`config.mk`:
```
export PLATFORM = sky130hd
export DESIGN_NAME = sat_counter
export DESIGN_NICKNAME = d
export VERILOG_FILES = /design/src/rtl/flop_chk_pkg.sv /design/src/rtl/sat_counter.sv
export SDC_FILE = /design/constraint.sdc
export NUM_CORES = 1
export LEC_CHECK = 0
export BUFFER_PORTS_ARGS = -buffer_cell sky130_fd_sc_hd__buf_2
export CAP_MARGIN = 10
export CORE_MARGIN = 10
export CORE_UTILIZATION = 47
export DETAILED_ROUTE_END_ITERATION = 10
export PLACE_DENSITY = 0.73
export SYNTH_ARGS = -nofsm -noshare
export SYNTH_HDL_FRONTEND = slang
export SYNTH_SLANG_ARGS = --single-unit
export TNS_END_PERCENT = 10
```
`constraint.sdc`:
```
create_clock -name clk -period 1.6 [get_ports clk]
set_input_delay 0.08 -clock clk [delete_from_list [all_inputs] [get_ports clk]]
set_output_delay 0.08 -clock clk [all_outputs]
set_load 0.005 [all_outputs]
```
`src/rtl/flop_chk_pkg.sv`:
```
// Shared state encoding and default sizing for the flop response checker.
package flop_chk_pkg;

    localparam int unsigned DEF_CW    = 16;
    localparam int unsigned DEF_GUARD = 1;
    localparam int unsigned GUARD_W   = 4;

    typedef enum logic [1:0] {
        ST_IDLE    = 2'd0,
        ST_GUARD   = 2'd1,
        ST_CHECK   = 2'd2,
        ST_SETHOLD = 2'd3
    } chk_state_e;

endpackage

```
`src/rtl/sat_counter.sv`:
```
// Saturating up-counter with synchronous clear; clear wins over increment.
module sat_counter
    import flop_chk_pkg::*;
#(
    parameter int unsigned CW = DEF_CW
) (
    input  logic          clk,
    input  logic          async_reset_n,
    input  logic          inc,
    input  logic          clr,
    output logic [CW-1:0] count
);

    logic [CW-1:0] count_d;
    logic [CW-1:0] count_q;

    // Next count: hold at all-ones instead of wrapping.
    always_comb begin
        count_d = count_q;
        if (clr) begin
            count_d = '0;
        end else if (inc && (count_q != {CW{1'b1}})) begin
            count_d = count_q + CW'(1);
        end
    end

    // Count register.
    always_ff @(posedge clk or negedge async_reset_n) begin
        if (!async_reset_n) begin
            count_q <= '0;
        end else begin
            count_q <= count_d;
        end
    end

    assign count = count_q;

endmodule

```
==> impl_metrics.prom, run 1 <==
# TYPE chip_impl_metric gauge
chip_impl_info{name="run_status",value="complete, but fails checks"} 1
chip_impl_info{name="violations",value="setup timing"} 1
chip_impl_metric{name="total_area_of_sequential_cells",unit="µm²"} 402.9
chip_impl_info{name="layout.cells.most_common",value="sky130_fd_sc_hd__buf_4"} 1
chip_impl_metric{name="mean_number_of_vias_per_cell",unit=""} 5.804
chip_impl_metric{name="p_switching",unit="W"} 0.0001665
chip_impl_metric{name="start_util",unit="%"} 48.52
chip_impl_info{name="min-delay-start",value="inc"} 1
chip_impl_metric{name="timing.max_cap.violations",unit=""} 0
chip_impl_metric{name="worst_ir_drop_vdd",unit="µV"} 483.8
chip_impl_metric{name="antennaDiodeCount",unit=""} 0
chip_impl_metric{name="routed_wirelength",unit="µm"} 2683
chip_impl_info{name="cp-start-kind",value="flop"} 1
chip_impl_metric{name="syn-instance-count",unit=""} 98
chip_impl_metric{name="clock_sink_count",unit=""} 16
chip_impl_metric{name="port-buffer-count",unit=""} 19
chip_impl_metric{name="first_global_vias",unit=""} 1036
chip_impl_metric{name="area_delta_synth_final",unit="%"} 44.22
chip_impl_metric{name="switching_power_share_of_the_total",unit="%"} 24.32
chip_impl_info{name="most_used_cells_in_the_layout_excluding_fill_and_tap_cells",value="sky130_fd_sc_hd__buf_4, sky130_fd_sc_hd__buf_2, sky130_fd_sc_hd__dfrtp_1"} 1
chip_impl_metric{name="worstRegToRegCells",unit=""} 5
chip_impl_metric{name="num-fill-cells",unit=""} 151
chip_impl_metric{name="power.combinational.fraction",unit="%"} 8.9
chip_impl_metric{name="number_of_rows_in_the_core_area",unit=""} 16
chip_impl_metric{name="chipHeight",unit="µm"} 64.77
chip_impl_metric{name="grt_first_pass_wirelength",unit="µm"} 4595
chip_impl_metric{name="final.hold.worst_slack",unit="ns"} 0.09871
chip_impl_metric{name="detailedRoute.firstIterationViolations",unit=""} 35
chip_impl_metric{name="synthesis.yosys.warnings",unit=""} 0
chip_impl_info{name="worstPathCellList",value="nand4_1 -> nor4_4 -> buf_6 -> nor4_2 -> mux2_1"} 1
chip_impl_metric{name="hold-path-cell-count",unit=""} 3
chip_impl_metric{name="synthesis.area_per_instance",unit="µm²"} 9.614
chip_impl_info{name="whs_endpoint",value="count[1]$_DFFE_PN0P_"} 1
chip_impl_metric{name="timing.final.setup_violations",unit=""} 10
chip_impl_info{name="worst_hold_path_type",value="primary input to flop"} 1
chip_impl_metric{name="floorplan.io_pins",unit=""} 20
chip_impl_metric{name="synth_top_area_share",unit="%"} 42.50
chip_impl_metric{name="p_per_area",unit="nW/µm²"} 504.0
chip_impl_metric{name="crit_fanout",unit=""} 13
chip_impl_metric{name="cell_count_after_placement",unit=""} 162
chip_impl_metric{name="hold_viol",unit=""} 0
chip_impl_metric{name="number_of_antenna_violations_at_the_first_check_in_global_routing",unit=""} 0
chip_impl_metric{name="drt_pre_antenna_iters",unit=""} 4
chip_impl_info{name="unrepaired_setup_endpoints_after_global_routing",value="yes"} 1
chip_impl_metric{name="yosys.cell_types.count",unit=""} 28
chip_impl_metric{name="largest_register_ff_count",unit=""} 16
chip_impl_metric{name="finalMaxSlewViolations",unit=""} 0
chip_impl_metric{name="global_route.usage.total",unit="%"} 13.43
chip_impl_metric{name="wire_per_inst",unit="µm"} 15.97
chip_impl_metric{name="final_net_count",unit=""} 148
chip_impl_metric{name="period_utilization_post_route",unit="%"} 108.4
chip_impl_metric{name="pin_count_of_the_biggest_net_entering_global_routing",unit=""} 22
chip_impl_info{name="cts-root-buf",value="sky130_fd_sc_hd__clkbuf_4"} 1
chip_impl_metric{name="post_layout_instance_count_excluding_filler_cells",unit=""} 168
chip_impl_metric{name="cts-htree-levels",unit=""} 1
chip_impl_info{name="synth_largest_area_cell",value="sky130_fd_sc_hd__dfrtp_1"} 1
chip_impl_metric{name="place_congestion",unit=""} 0.8683
chip_impl_metric{name="cp.arrival",unit="ns"} 1.90
chip_impl_metric{name="globalRoute.totalOverflow",unit=""} 0
chip_impl_metric{name="totalNegativeSetupSlack",unit="ns"} -0.7933
chip_impl_metric{name="clkPwrFrac",unit="%"} 30.9
chip_impl_metric{name="worst_skew_pair_latency",unit="ns"} 0.28
chip_impl_metric{name="multi_input_comb_area",unit="µm²"} 584.3
chip_impl_metric{name="drive_above_1_share",unit="%"} 47.52
chip_impl_metric{name="dpl.hpwl",unit="µm"} 1873
chip_impl_metric{name="power_frac_seq",unit="%"} 60.3
chip_impl_metric{name="period_minus_slack",unit="ns"} 1.735
chip_impl_metric{name="number_of_buffers_added_by_the_clock_tree_synthesis_step",unit=""} 3
chip_impl_info{name="top_cells_by_area_in_the_synthesized_netlist",value="sky130_fd_sc_hd__dfrtp_1, sky130_fd_sc_hd__a21oi_1, sky130_fd_sc_hd__o31ai_1"} 1
chip_impl_info{name="cts_tree",value="built"} 1
chip_impl_metric{name="route.antenna.remaining_nets",unit=""} 0
chip_impl_metric{name="clk_pin_slew",unit="ns"} 0.09
chip_impl_metric{name="ys_ff_latch",unit=""} 16
chip_impl_info{name="timing_worst_setup_path_type",value="flop to flop"} 1
chip_impl_metric{name="vias",unit=""} 975
chip_impl_metric{name="critPathMaxStageDelay",unit="ns"} 0.41
chip_impl_info{name="worst_r2r_startpoint",value="count[10]$_DFFE_PN0P_"} 1
chip_impl_metric{name="internal_power",unit="W"} 0.0005182
chip_impl_info{name="timing.critical_path.to_type",value="flop"} 1
chip_impl_metric{name="slew-limit-headroom",unit="%"} 58.22
chip_impl_metric{name="drc",unit=""} 0
chip_impl_metric{name="syn_nets",unit=""} 103
chip_impl_metric{name="die_w",unit="µm"} 64.77
chip_impl_metric{name="cp_data_required_time",unit="ns"} 1.77
chip_impl_metric{name="synth_sequential_area_ratio",unit="%"} 42.50
chip_impl_metric{name="clock.fmax",unit="MHz"} 576.5
chip_impl_metric{name="worst_clock_skew",unit="ns"} 0.0006508
chip_impl_metric{name="design.die.area",unit="µm²"} 4195
chip_impl_metric{name="synth-edff-count",unit=""} 0
chip_impl_metric{name="worst_pin_slew",unit="ns"} 0.6261
chip_impl_metric{name="regToRegSetupSlack",unit="ns"} -0.13
chip_impl_metric{name="syn_area",unit="µm²"} 942.2
chip_impl_metric{name="asyncSetResetFlopFracSynth",unit="%"} 100.0
chip_impl_metric{name="power.static_leakage",unit="nW"} 0.6214
chip_impl_metric{name="slack_of_the_critical_path",unit="ns"} -0.1346
chip_impl_metric{name="core",unit="µm²"} 1942
chip_impl_info{name="cpMaxStageDelayCell",value="sky130_fd_sc_hd__dfrtp_1"} 1
chip_impl_metric{name="clk_path_buf_depth",unit=""} 2
chip_impl_info{name="destination_of_the_worst_register_to_register_timing_path",value="count[11]$_DFFE_PN0P_"} 1
chip_impl_info{name="yosys_most_used_dff",value="sky130_fd_sc_hd__dfrtp_1"} 1
==> kinds of logic after synthesis <==
logic type | synth area share, %
mux | 4.781
flops | 42.50
simple gates | 31.21
compound gates | 16.20
buf+inv | 3.983
fa+ha+maj | 1.328
==> cell usage after synthesis (2+ instances only) <==
cell / instances
sky130_fd_sc_hd__or4_1: 5
sky130_fd_sc_hd__clkbuf_1: 4
sky130_fd_sc_hd__dfrtp_1: 16
sky130_fd_sc_hd__nand2_1: 6
sky130_fd_sc_hd__o21ai_1: 3
sky130_fd_sc_hd__and4_2: 2
sky130_fd_sc_hd__a21oi_1: 11
sky130_fd_sc_hd__nor4_1: 4
sky130_fd_sc_hd__or4_2: 2
sky130_fd_sc_hd__inv_1: 3
sky130_fd_sc_hd__nor2_1: 4
sky130_fd_sc_hd__nand3_1: 3
sky130_fd_sc_hd__mux2_1: 4
sky130_fd_sc_hd__o31ai_1: 7
sky130_fd_sc_hd__and3_1: 2
sky130_fd_sc_hd__nand4_1: 6
sky130_fd_sc_hd__or3_1: 2
sky130_fd_sc_hd__nor2b_1: 4
==> worst max-delay path by stage <==
stage	from	to	slack, ns	depth (start not counted)
detailed placement	count[10]$_DFFE_PN0P_	count[11]$_DFFE_PN0P_	-0.13	5
floorplan	count[0]$_DFFE_PN0P_	count[14]$_DFFE_PN0P_	-0.02	5
finish	count[10]$_DFFE_PN0P_	count[11]$_DFFE_PN0P_	-0.13	5
CTS	count[10]$_DFFE_PN0P_	count[11]$_DFFE_PN0P_	-0.10	5
global placement	count[1]$_DFFE_PN0P_	count[3]$_DFFE_PN0P_	-0.09	6
global route	count[1]$_DFFE_PN0P_	count[13]$_DFFE_PN0P_	-0.25	4
==> final cells by class <==
class	count	share of cell area (%)
timing repair buffer	45	22.38
multi-input combinational	74	43.00
clock buffer	3	1.657
tap	27	2.486
sequential	16	29.65
inverter	3	0.8287
==> stage by stage <==
| stage | setup WS [ns] | utilization [%] | power, W | instance area, µm² |
|---|---|---|---|---|
| floorplan | -0.01621 | - | 0.0004436 | 954.7 |
| global placement | -0.09270 | 63.34 | 0.0004709 | 1230 |
| detailed placement | -0.1298 | 63.34 | 0.0004730 | 1230 |
| CTS | -0.1037 | 67.07 | 0.0006874 | 1303 |
| global route | -0.2513 | 69.97 | 0.0007124 | 1359 |
| finish | -0.1346 | 69.97 | 0.0006848 | 1359 |
==> power by group through the flow <==
stage	Clock (W)	Sequential (W)	Combinational (W)
2_1_floorplan	0	0.000420	0.0000231
3_3_place_gp	0	0.000419	0.0000523
3_5_place_dp	0	0.000419	0.0000539
4_1_cts	0.000217	0.000412	0.0000582
5_1_grt	0.000230	0.000413	0.0000684
6_report	0.000211	0.000413	0.0000607
==> worst max-delay path: cells and delay by family, from the launching register on <==
kind	cells	cell delay, ns
buffers and inverters	1	0.20
muxes	1	0.34
and+or+nand+nor	3	0.67
DFF	1	0.41
==> routing by layer <==
layer  global-route usage, %  share of wire (%)
met1                   13.94                 41
met2                   23.40                 51
met3                   3.608                5.3
met4                   8.556                2.2
met5                       0                  0
==> repair_timing <==
item / in CTS / in global routing
hold buffers: 1 / 0
gates resized for setup: 6 / 12
cloned: 0 / 0
pin swaps: 5 / 7
hold endpoints to repair: 16 / 0
buffers inserted: 1 / 1
endpoints found under the setup margin: 12 / 16
(Power assumes the default switching activity.)
==> run 2, diff against run 1 <==
--- a/config.mk
+++ b/config.mk
@@ -6,6 +6,7 @@
 export NUM_CORES = 1
 export LEC_CHECK = 0
-export BUFFER_PORTS_ARGS = -buffer_cell sky130_fd_sc_hd__buf_2
+export BUFFER_PORTS_ARGS = -buffer_cell sky130_fd_sc_hd__clkbuf_2
 export CAP_MARGIN = 10
+export CORE_ASPECT_RATIO = 1.1
 export CORE_MARGIN = 10
 export CORE_UTILIZATION = 47
==> constraint.sdc (replaced) <==
create_clock -name clk -period 1.6 [get_ports clk]
set_input_delay 0.08 -clock clk [delete_from_list [all_inputs] [get_ports clk]]
set_output_delay 0.08 -clock clk [all_outputs]
set_load 0.1 [all_outputs]
==> impl_metrics.prom, run 2 (synthesis gave the netlist of run 1 again) <==
# TYPE chip_impl_metric gauge
chip_impl_info{name="run_status",value="complete, but fails checks"} 1
chip_impl_info{name="violations",value="setup timing"} 1
chip_impl_info{name="cp-start-kind",value="flop"} 1
chip_impl_metric{name="wire_per_inst",unit="µm"} 16.84
chip_impl_metric{name="core",unit="µm²"} 1842
chip_impl_metric{name="chipHeight",unit="µm"} 66.96
chip_impl_metric{name="worst_pin_slew",unit="ns"} 0.5573
chip_impl_metric{name="route.antenna.remaining_nets",unit=""} 0
chip_impl_info{name="worst_r2r_startpoint",value="count[0]$_DFFE_PN0P_"} 1
chip_impl_metric{name="worst_ir_drop_vdd",unit="µV"} 510.2
chip_impl_metric{name="pin_count_of_the_biggest_net_entering_global_routing",unit=""} 21
chip_impl_info{name="timing.critical_path.from",value="count[0]$_DFFE_PN0P_"} 1
chip_impl_metric{name="clk_path_buf_depth",unit=""} 2
chip_impl_info{name="most_used_cells_in_the_layout_excluding_fill_and_tap_cells",value="sky130_fd_sc_hd__buf_4, sky130_fd_sc_hd__clkbuf_2, sky130_fd_sc_hd__dfrtp_4"} 1
chip_impl_metric{name="floorplan.io_pins",unit=""} 20
chip_impl_metric{name="p_per_area",unit="nW/µm²"} 497.8
chip_impl_metric{name="die_w",unit="µm"} 62.69
chip_impl_metric{name="globalRoute.totalOverflow",unit=""} 0
chip_impl_metric{name="number_of_buffers_added_by_the_clock_tree_synthesis_step",unit=""} 3
chip_impl_metric{name="clock.fmax",unit="MHz"} 562.6
chip_impl_metric{name="slew-limit-headroom",unit="%"} 63.00
chip_impl_metric{name="detailedRoute.firstIterationViolations",unit=""} 53
chip_impl_metric{name="totalNegativeSetupSlack",unit="ns"} -2.205
chip_impl_info{name="destination_of_the_worst_register_to_register_timing_path",value="count[15]$_DFFE_PN0P_"} 1
chip_impl_metric{name="post_layout_instance_count_excluding_filler_cells",unit=""} 180
chip_impl_info{name="timing.critical_path.to_type",value="flop"} 1
chip_impl_metric{name="cell_count_after_placement",unit=""} 171
chip_impl_metric{name="vias",unit=""} 1064
chip_impl_metric{name="dpl_worst_slack",unit="ns"} -0.1975
chip_impl_info{name="cts-root-buf",value="sky130_fd_sc_hd__clkbuf_4"} 1
chip_impl_metric{name="mean_number_of_vias_per_cell",unit=""} 5.911
chip_impl_metric{name="design.die.area",unit="µm²"} 4197
chip_impl_metric{name="timing.final.setup_violations",unit=""} 16
chip_impl_metric{name="drt_pre_antenna_iters",unit=""} 4
chip_impl_metric{name="drive_above_1_share",unit="%"} 57.52
chip_impl_metric{name="dpl_cell_area",unit="µm²"} 1355
chip_impl_metric{name="dpl.hpwl",unit="µm"} 2106
chip_impl_metric{name="cp_data_required_time",unit="ns"} 1.79
chip_impl_metric{name="drc",unit=""} 0
chip_impl_metric{name="first_global_vias",unit=""} 1107
chip_impl_metric{name="clk_pin_slew",unit="ns"} 0.10
chip_impl_metric{name="worstRegToRegCells",unit=""} 5
chip_impl_info{name="critical_path.endpoint",value="count[15]$_DFFE_PN0P_"} 1
chip_impl_metric{name="place_congestion",unit=""} 0.8127
chip_impl_metric{name="crit_fanout",unit=""} 6
chip_impl_metric{name="antennaDiodeCount",unit=""} 0
chip_impl_metric{name="finalMaxSlewViolations",unit=""} 0
chip_impl_metric{name="post-route-cell-area",unit="µm²"} 1466
chip_impl_metric{name="regToRegSetupSlack",unit="ns"} -0.18
chip_impl_info{name="cts_tree",value="built"} 1
chip_impl_metric{name="num-fill-cells",unit=""} 120
chip_impl_metric{name="worst_clock_skew",unit="ns"} 0.0007921
chip_impl_metric{name="area_delta_synth_final",unit="%"} 55.64
chip_impl_info{name="timing_worst_setup_path_type",value="flop to flop"} 1
chip_impl_info{name="unrepaired_setup_endpoints_after_global_routing",value="yes"} 1
chip_impl_metric{name="start_util",unit="%"} 51.15
chip_impl_metric{name="global_route.usage.total",unit="%"} 15.66
chip_impl_metric{name="power.static_leakage",unit="nW"} 0.6258
chip_impl_metric{name="worst_skew_pair_latency",unit="ns"} 0.30
chip_impl_metric{name="grt_first_pass_wirelength",unit="µm"} 5319
chip_impl_metric{name="clock_sink_count",unit=""} 16
chip_impl_metric{name="final_net_count",unit=""} 160
chip_impl_metric{name="timing.max_cap.violations",unit=""} 0
chip_impl_info{name="layout.cells.most_common",value="sky130_fd_sc_hd__buf_4"} 1
chip_impl_info{name="worst_hold_path_type",value="primary input to flop"} 1
chip_impl_metric{name="cts-htree-levels",unit=""} 1
chip_impl_metric{name="period_utilization_post_route",unit="%"} 111.1
chip_impl_metric{name="largest_register_ff_count",unit=""} 16
chip_impl_metric{name="cp.arrival",unit="ns"} 1.96
chip_impl_metric{name="routed_wirelength",unit="µm"} 3032
chip_impl_metric{name="slack_of_the_critical_path",unit="ns"} -0.1776
chip_impl_metric{name="period_minus_slack",unit="ns"} 1.778
chip_impl_metric{name="number_of_rows_in_the_core_area",unit=""} 16
chip_impl_metric{name="hold-path-cell-count",unit=""} 3
chip_impl_metric{name="hold_viol",unit=""} 0
chip_impl_metric{name="number_of_antenna_violations_at_the_first_check_in_global_routing",unit=""} 0
chip_impl_metric{name="port-buffer-count",unit=""} 19
## run 2: cell count changes in the layout (fill, tap and decap cells not counted), moves of 2 or more
cell	previous run	this run
sky130_fd_sc_hd__buf_2	19	0
sky130_fd_sc_hd__clkbuf_2	0	19
sky130_fd_sc_hd__dfrtp_4	0	15
sky130_fd_sc_hd__buf_4	22	36
sky130_fd_sc_hd__dfrtp_1	14	0
sky130_fd_sc_hd__a21oi_1	8	11
sky130_fd_sc_hd__a21oi_2	3	0
sky130_fd_sc_hd__buf_6	3	0
sky130_fd_sc_hd__and4_2	0	2
sky130_fd_sc_hd__and4_4	2	0
## run 2: repair_timing
item | 4_1_cts | 5_1_grt
hold endpoints to repair | 16 | 0
hold buffers | 1 | 0
endpoints found under the setup margin | 16 | 16
gates resized for setup | 5 | 0
pin swaps | 9 | 5
buffers inserted | 4 | 0
cloned | 1 | 0
## run 2: worst min-delay path by stage
stage,start,to,slack [ns]
2_1_floorplan,async_reset_n,count[4]$_DFFE_PN0P_,-0.22
4_1_cts,inc,count[1]$_DFFE_PN0P_,0.07
3_3_place_gp,async_reset_n,count[14]$_DFFE_PN0P_,0.03
5_1_grt,inc,count[1]$_DFFE_PN0P_,0.09
3_5_place_dp,async_reset_n,count[13]$_DFFE_PN0P_,0.03
6_report,inc,count[1]$_DFFE_PN0P_,0.07
## run 2: report_power, final
part | internal [W] | total, W | switching (W)
Clock | 0.0000879 | 0.000226 | 0.000138
Combinational | 0.0000243 | 0.0000894 | 0.0000652
Sequential | 0.000410 | 0.000415 | 0.00000500
Total | 0.000522 | 0.000730 | 0.000208
## run 2: routing by layer
metal	part of all wire (%)	track usage, %	vias up
li1	-	-	503
met1	43	18.49	514
met2	49	26.54	38
met3	5.1	3.177	9
met4	2.7	8.101	0
met5	0	0	-
## run 2: worst max-delay path: stages (launching register included)
cell and delay, ns:
sky130_fd_sc_hd__dfrtp_4 0.45, sky130_fd_sc_hd__ha_4 0.17, sky130_fd_sc_hd__nand4_4 0.12, sky130_fd_sc_hd__nor4_4 0.48
sky130_fd_sc_hd__nor4_2 0.11, sky130_fd_sc_hd__mux2_1 0.33
## run 2: per-stage QoR
step	util (%)	hold slack [ns]	total power [W]
2_1_floorplan	-	-0.2156	0.0004760
3_3_place_gp	73.57	0.03202	0.0005092
3_5_place_dp	73.57	0.03001	0.0005101
4_1_cts	79.62	0.07295	0.0007244
5_1_grt	79.62	0.09194	0.0007562
6_report	79.62	0.07110	0.0007300
## run 2: final cells by class
class / instances / area (µm²) / share of cell area [%]
multi-input combinational: 75 / 565.5 / 38.57
sequential: 16 / 457.9 / 31.23
tap: 27 / 33.78 / 2.304
clock buffer: 3 / 22.52 / 1.536
timing repair buffer: 56 / 375.4 / 25.60
inverter: 3 / 11.26 / 0.7679
==> run 3, diff against run 2 <==
CTS_BUF_LIST = sky130_fd_sc_hd__clkbuf_4 sky130_fd_sc_hd__clkbuf_8 sky130_fd_sc_hd__clkbuf_16   (was not set)
RECOVER_POWER = 50   (was not set)
==> impl_metrics.prom, run 3 (synthesis gave the netlist of run 1 again) <==
# TYPE chip_impl_metric gauge
chip_impl_metric{name="final_net_count",unit=""} 160
chip_impl_metric{name="largest_register_ff_count",unit=""} 16
chip_impl_metric{name="globalRoute.totalOverflow",unit=""} 0
chip_impl_metric{name="power.static_leakage",unit="nW"} 0.6229
chip_impl_metric{name="die_w",unit="µm"} 62.69
chip_impl_metric{name="worst_pin_slew",unit="ns"} 0.9201
chip_impl_metric{name="critPathMaxStageDelay",unit="ns"} 0.62
chip_impl_metric{name="slack_of_the_critical_path",unit="ns"} -0.1784
chip_impl_metric{name="number_of_rows_in_the_core_area",unit=""} 16
chip_impl_metric{name="global_route.usage.total",unit="%"} 15.66
chip_impl_metric{name="worstRegToRegCells",unit=""} 5
chip_impl_metric{name="clock_sink_count",unit=""} 16
chip_impl_metric{name="wire_per_inst",unit="µm"} 16.83
chip_impl_metric{name="hold_viol",unit=""} 0
chip_impl_info{name="timing_worst_setup_path_type",value="flop to flop"} 1
chip_impl_metric{name="design.die.area",unit="µm²"} 4197
chip_impl_info{name="run_status",value="complete, but fails checks"} 1
chip_impl_metric{name="pin_count_of_the_biggest_net_entering_global_routing",unit=""} 21
chip_impl_info{name="most_used_cells_in_the_layout_excluding_fill_and_tap_cells",value="sky130_fd_sc_hd__buf_4, sky130_fd_sc_hd__clkbuf_2, sky130_fd_sc_hd__dfrtp_4"} 1
chip_impl_metric{name="dpl_worst_slack",unit="ns"} -0.1975
chip_impl_metric{name="dpl.hpwl",unit="µm"} 2106
chip_impl_metric{name="route.antenna.remaining_nets",unit=""} 0
chip_impl_metric{name="chipHeight",unit="µm"} 66.96
chip_impl_metric{name="detailedRoute.firstIterationViolations",unit=""} 53
chip_impl_metric{name="area_delta_synth_final",unit="%"} 55.51
chip_impl_metric{name="first_global_vias",unit=""} 1107
chip_impl_metric{name="timing.max_cap.violations",unit=""} 0
chip_impl_info{name="cp-start-kind",value="flop"} 1
chip_impl_metric{name="p_per_area",unit="nW/µm²"} 498.0
chip_impl_metric{name="clock.fmax",unit="MHz"} 562.3
chip_impl_info{name="cpMaxStageDelayCell",value="sky130_fd_sc_hd__or4_2"} 1
chip_impl_metric{name="crit_fanout",unit=""} 5
chip_impl_metric{name="worst_skew_pair_latency",unit="ns"} 0.30
chip_impl_metric{name="drc",unit=""} 0
chip_impl_metric{name="mean_number_of_vias_per_cell",unit=""} 5.922
chip_impl_metric{name="clk_pin_slew",unit="ns"} 0.10
chip_impl_metric{name="worst_ir_drop_vdd",unit="µV"} 510.2
chip_impl_metric{name="post_layout_instance_count_excluding_filler_cells",unit=""} 180
chip_impl_metric{name="drive_above_1_share",unit="%"} 56.86
chip_impl_metric{name="cell_count_after_placement",unit=""} 171
chip_impl_metric{name="timing.final.setup_violations",unit=""} 16
chip_impl_metric{name="grt_first_pass_wirelength",unit="µm"} 5319
chip_impl_info{name="layout.cells.most_common",value="sky130_fd_sc_hd__buf_4"} 1
chip_impl_metric{name="cp.arrival",unit="ns"} 1.99
chip_impl_metric{name="cp_data_required_time",unit="ns"} 1.81
chip_impl_metric{name="number_of_antenna_violations_at_the_first_check_in_global_routing",unit=""} 0
chip_impl_metric{name="finalMaxSlewViolations",unit=""} 0
chip_impl_metric{name="critPathBufInv",unit=""} 0
chip_impl_metric{name="clk_path_buf_depth",unit=""} 2
chip_impl_metric{name="number_of_buffers_added_by_the_clock_tree_synthesis_step",unit=""} 3
chip_impl_info{name="violations",value="setup timing"} 1
chip_impl_info{name="cts-root-buf",value="sky130_fd_sc_hd__clkbuf_4"} 1
chip_impl_info{name="unrepaired_setup_endpoints_after_global_routing",value="yes"} 1
chip_impl_metric{name="num-fill-cells",unit=""} 121
chip_impl_metric{name="core",unit="µm²"} 1842
chip_impl_metric{name="period_utilization_post_route",unit="%"} 111.2
chip_impl_metric{name="vias",unit=""} 1066
chip_impl_info{name="critPathTopFamily",value="simple AND/OR/NAND/NOR gates"} 1
chip_impl_metric{name="cts-htree-levels",unit=""} 1
chip_impl_metric{name="drt_pre_antenna_iters",unit=""} 4
chip_impl_metric{name="antennaDiodeCount",unit=""} 0
chip_impl_info{name="timing.critical_path.to_type",value="flop"} 1
chip_impl_info{name="worst_hold_path_type",value="primary input to flop"} 1
chip_impl_metric{name="start_util",unit="%"} 51.15
chip_impl_metric{name="place_congestion",unit=""} 0.8127
chip_impl_metric{name="hold-path-cell-count",unit=""} 3
chip_impl_metric{name="cp_num_cells",unit=""} 5
chip_impl_metric{name="port-buffer-count",unit=""} 19
chip_impl_info{name="cts_tree",value="built"} 1
chip_impl_metric{name="floorplan.io_pins",unit=""} 20
chip_impl_metric{name="slew-limit-headroom",unit="%"} 38.66
chip_impl_metric{name="worst_clock_skew",unit="ns"} 0.0007919
chip_impl_info{name="worstPathCellList",value="ha_4 -> nand4_4 -> nor4_2 -> or4_2 -> a21oi_1"} 1
chip_impl_metric{name="period_minus_slack",unit="ns"} 1.778
chip_impl_metric{name="routed_wirelength",unit="µm"} 3030
==> run 3: cell types whose count changed in the layout (fill, tap and decap cells not counted) <==
cell | previous run | this run
sky130_fd_sc_hd__clkbuf_1 | 0 | 1
sky130_fd_sc_hd__clkbuf_2 | 19 | 18
==> run 3: layout make-up <==
cell class                 instances  area, µm²  share of cell area [%]
multi-input combinational         75      565.5                   38.60
sequential                        16      457.9                   31.26
timing repair buffer              56      374.1                   25.53
tap                               27      33.78                   2.306
clock buffer                       3      22.52                   1.537
inverter                           3      11.26                  0.7686
==> run 3: where the power goes <==
group          leakage, nW  internal, W  switching [W]
combinational        0.418    0.0000239      0.0000652
sequential           0.191     0.000410     0.00000498
clock               0.0138    0.0000879       0.000138
total                0.623     0.000521       0.000208
==> run 3: per-layer routing <==
layer | global-route usage, % | wire [µm] | vias to the layer above
met4 | 8.101 | 81 | 0
met2 | 26.54 | 1500 | 38
met5 | 0 | 0 | -
met1 | 18.49 | 1283 | 516
met3 | 3.177 | 165 | 9
li1 | - | - | 503
==> run 3: timing repair <==
item	4_1_cts	5_1_grt
setup buffers	4	0
pin swaps	9	5
cloned	1	0
endpoints found under the setup margin	16	16
endpoints found under the hold margin	16	0
gates resized for setup	5	0
hold buffers	1	0
==> run 3: final timing paths <==
check / startpoint / slack, ns / to
worst max register to register: count[0]$_DFFE_PN0P_ / -0.18 / count[3]$_DFFE_PN0P_
max in group asynchronous: async_reset_n / 0.51 / count[6]$_DFFE_PN0P_
min in group asynchronous: async_reset_n / 0.42 / count[13]$_DFFE_PN0P_
worst max-delay path: count[0]$_DFFE_PN0P_ / -0.18 / count[3]$_DFFE_PN0P_
worst min-delay path: inc / 0.07 / count[1]$_DFFE_PN0P_
worst min register to register: count[4]$_DFFE_PN0P_ / 0.68 / count[4]$_DFFE_PN0P_
==> run 3: through the flow <==
step           total power, W  cell area, µm²  TNS, ns  hold WS, ns  util (%)
3_5_place_dp        0.0005101            1355   -2.060      0.03001     73.57
4_1_cts             0.0007244            1466   -2.097      0.07295     79.62
3_3_place_gp        0.0005092            1355   -1.735      0.03202     73.57
2_1_floorplan       0.0004760            1012   -3.429      -0.2156         -
5_1_grt             0.0007558            1465   -3.480      0.09194     79.55
6_report            0.0007297            1465   -2.227      0.07319     79.55
==> run 3: tightest hold or removal path, stage by stage <==
cell and delay (ns):
sky130_fd_sc_hd__clkbuf_2 0.12, sky130_fd_sc_hd__nand3b_1 0.08, sky130_fd_sc_hd__a21oi_1 0.06
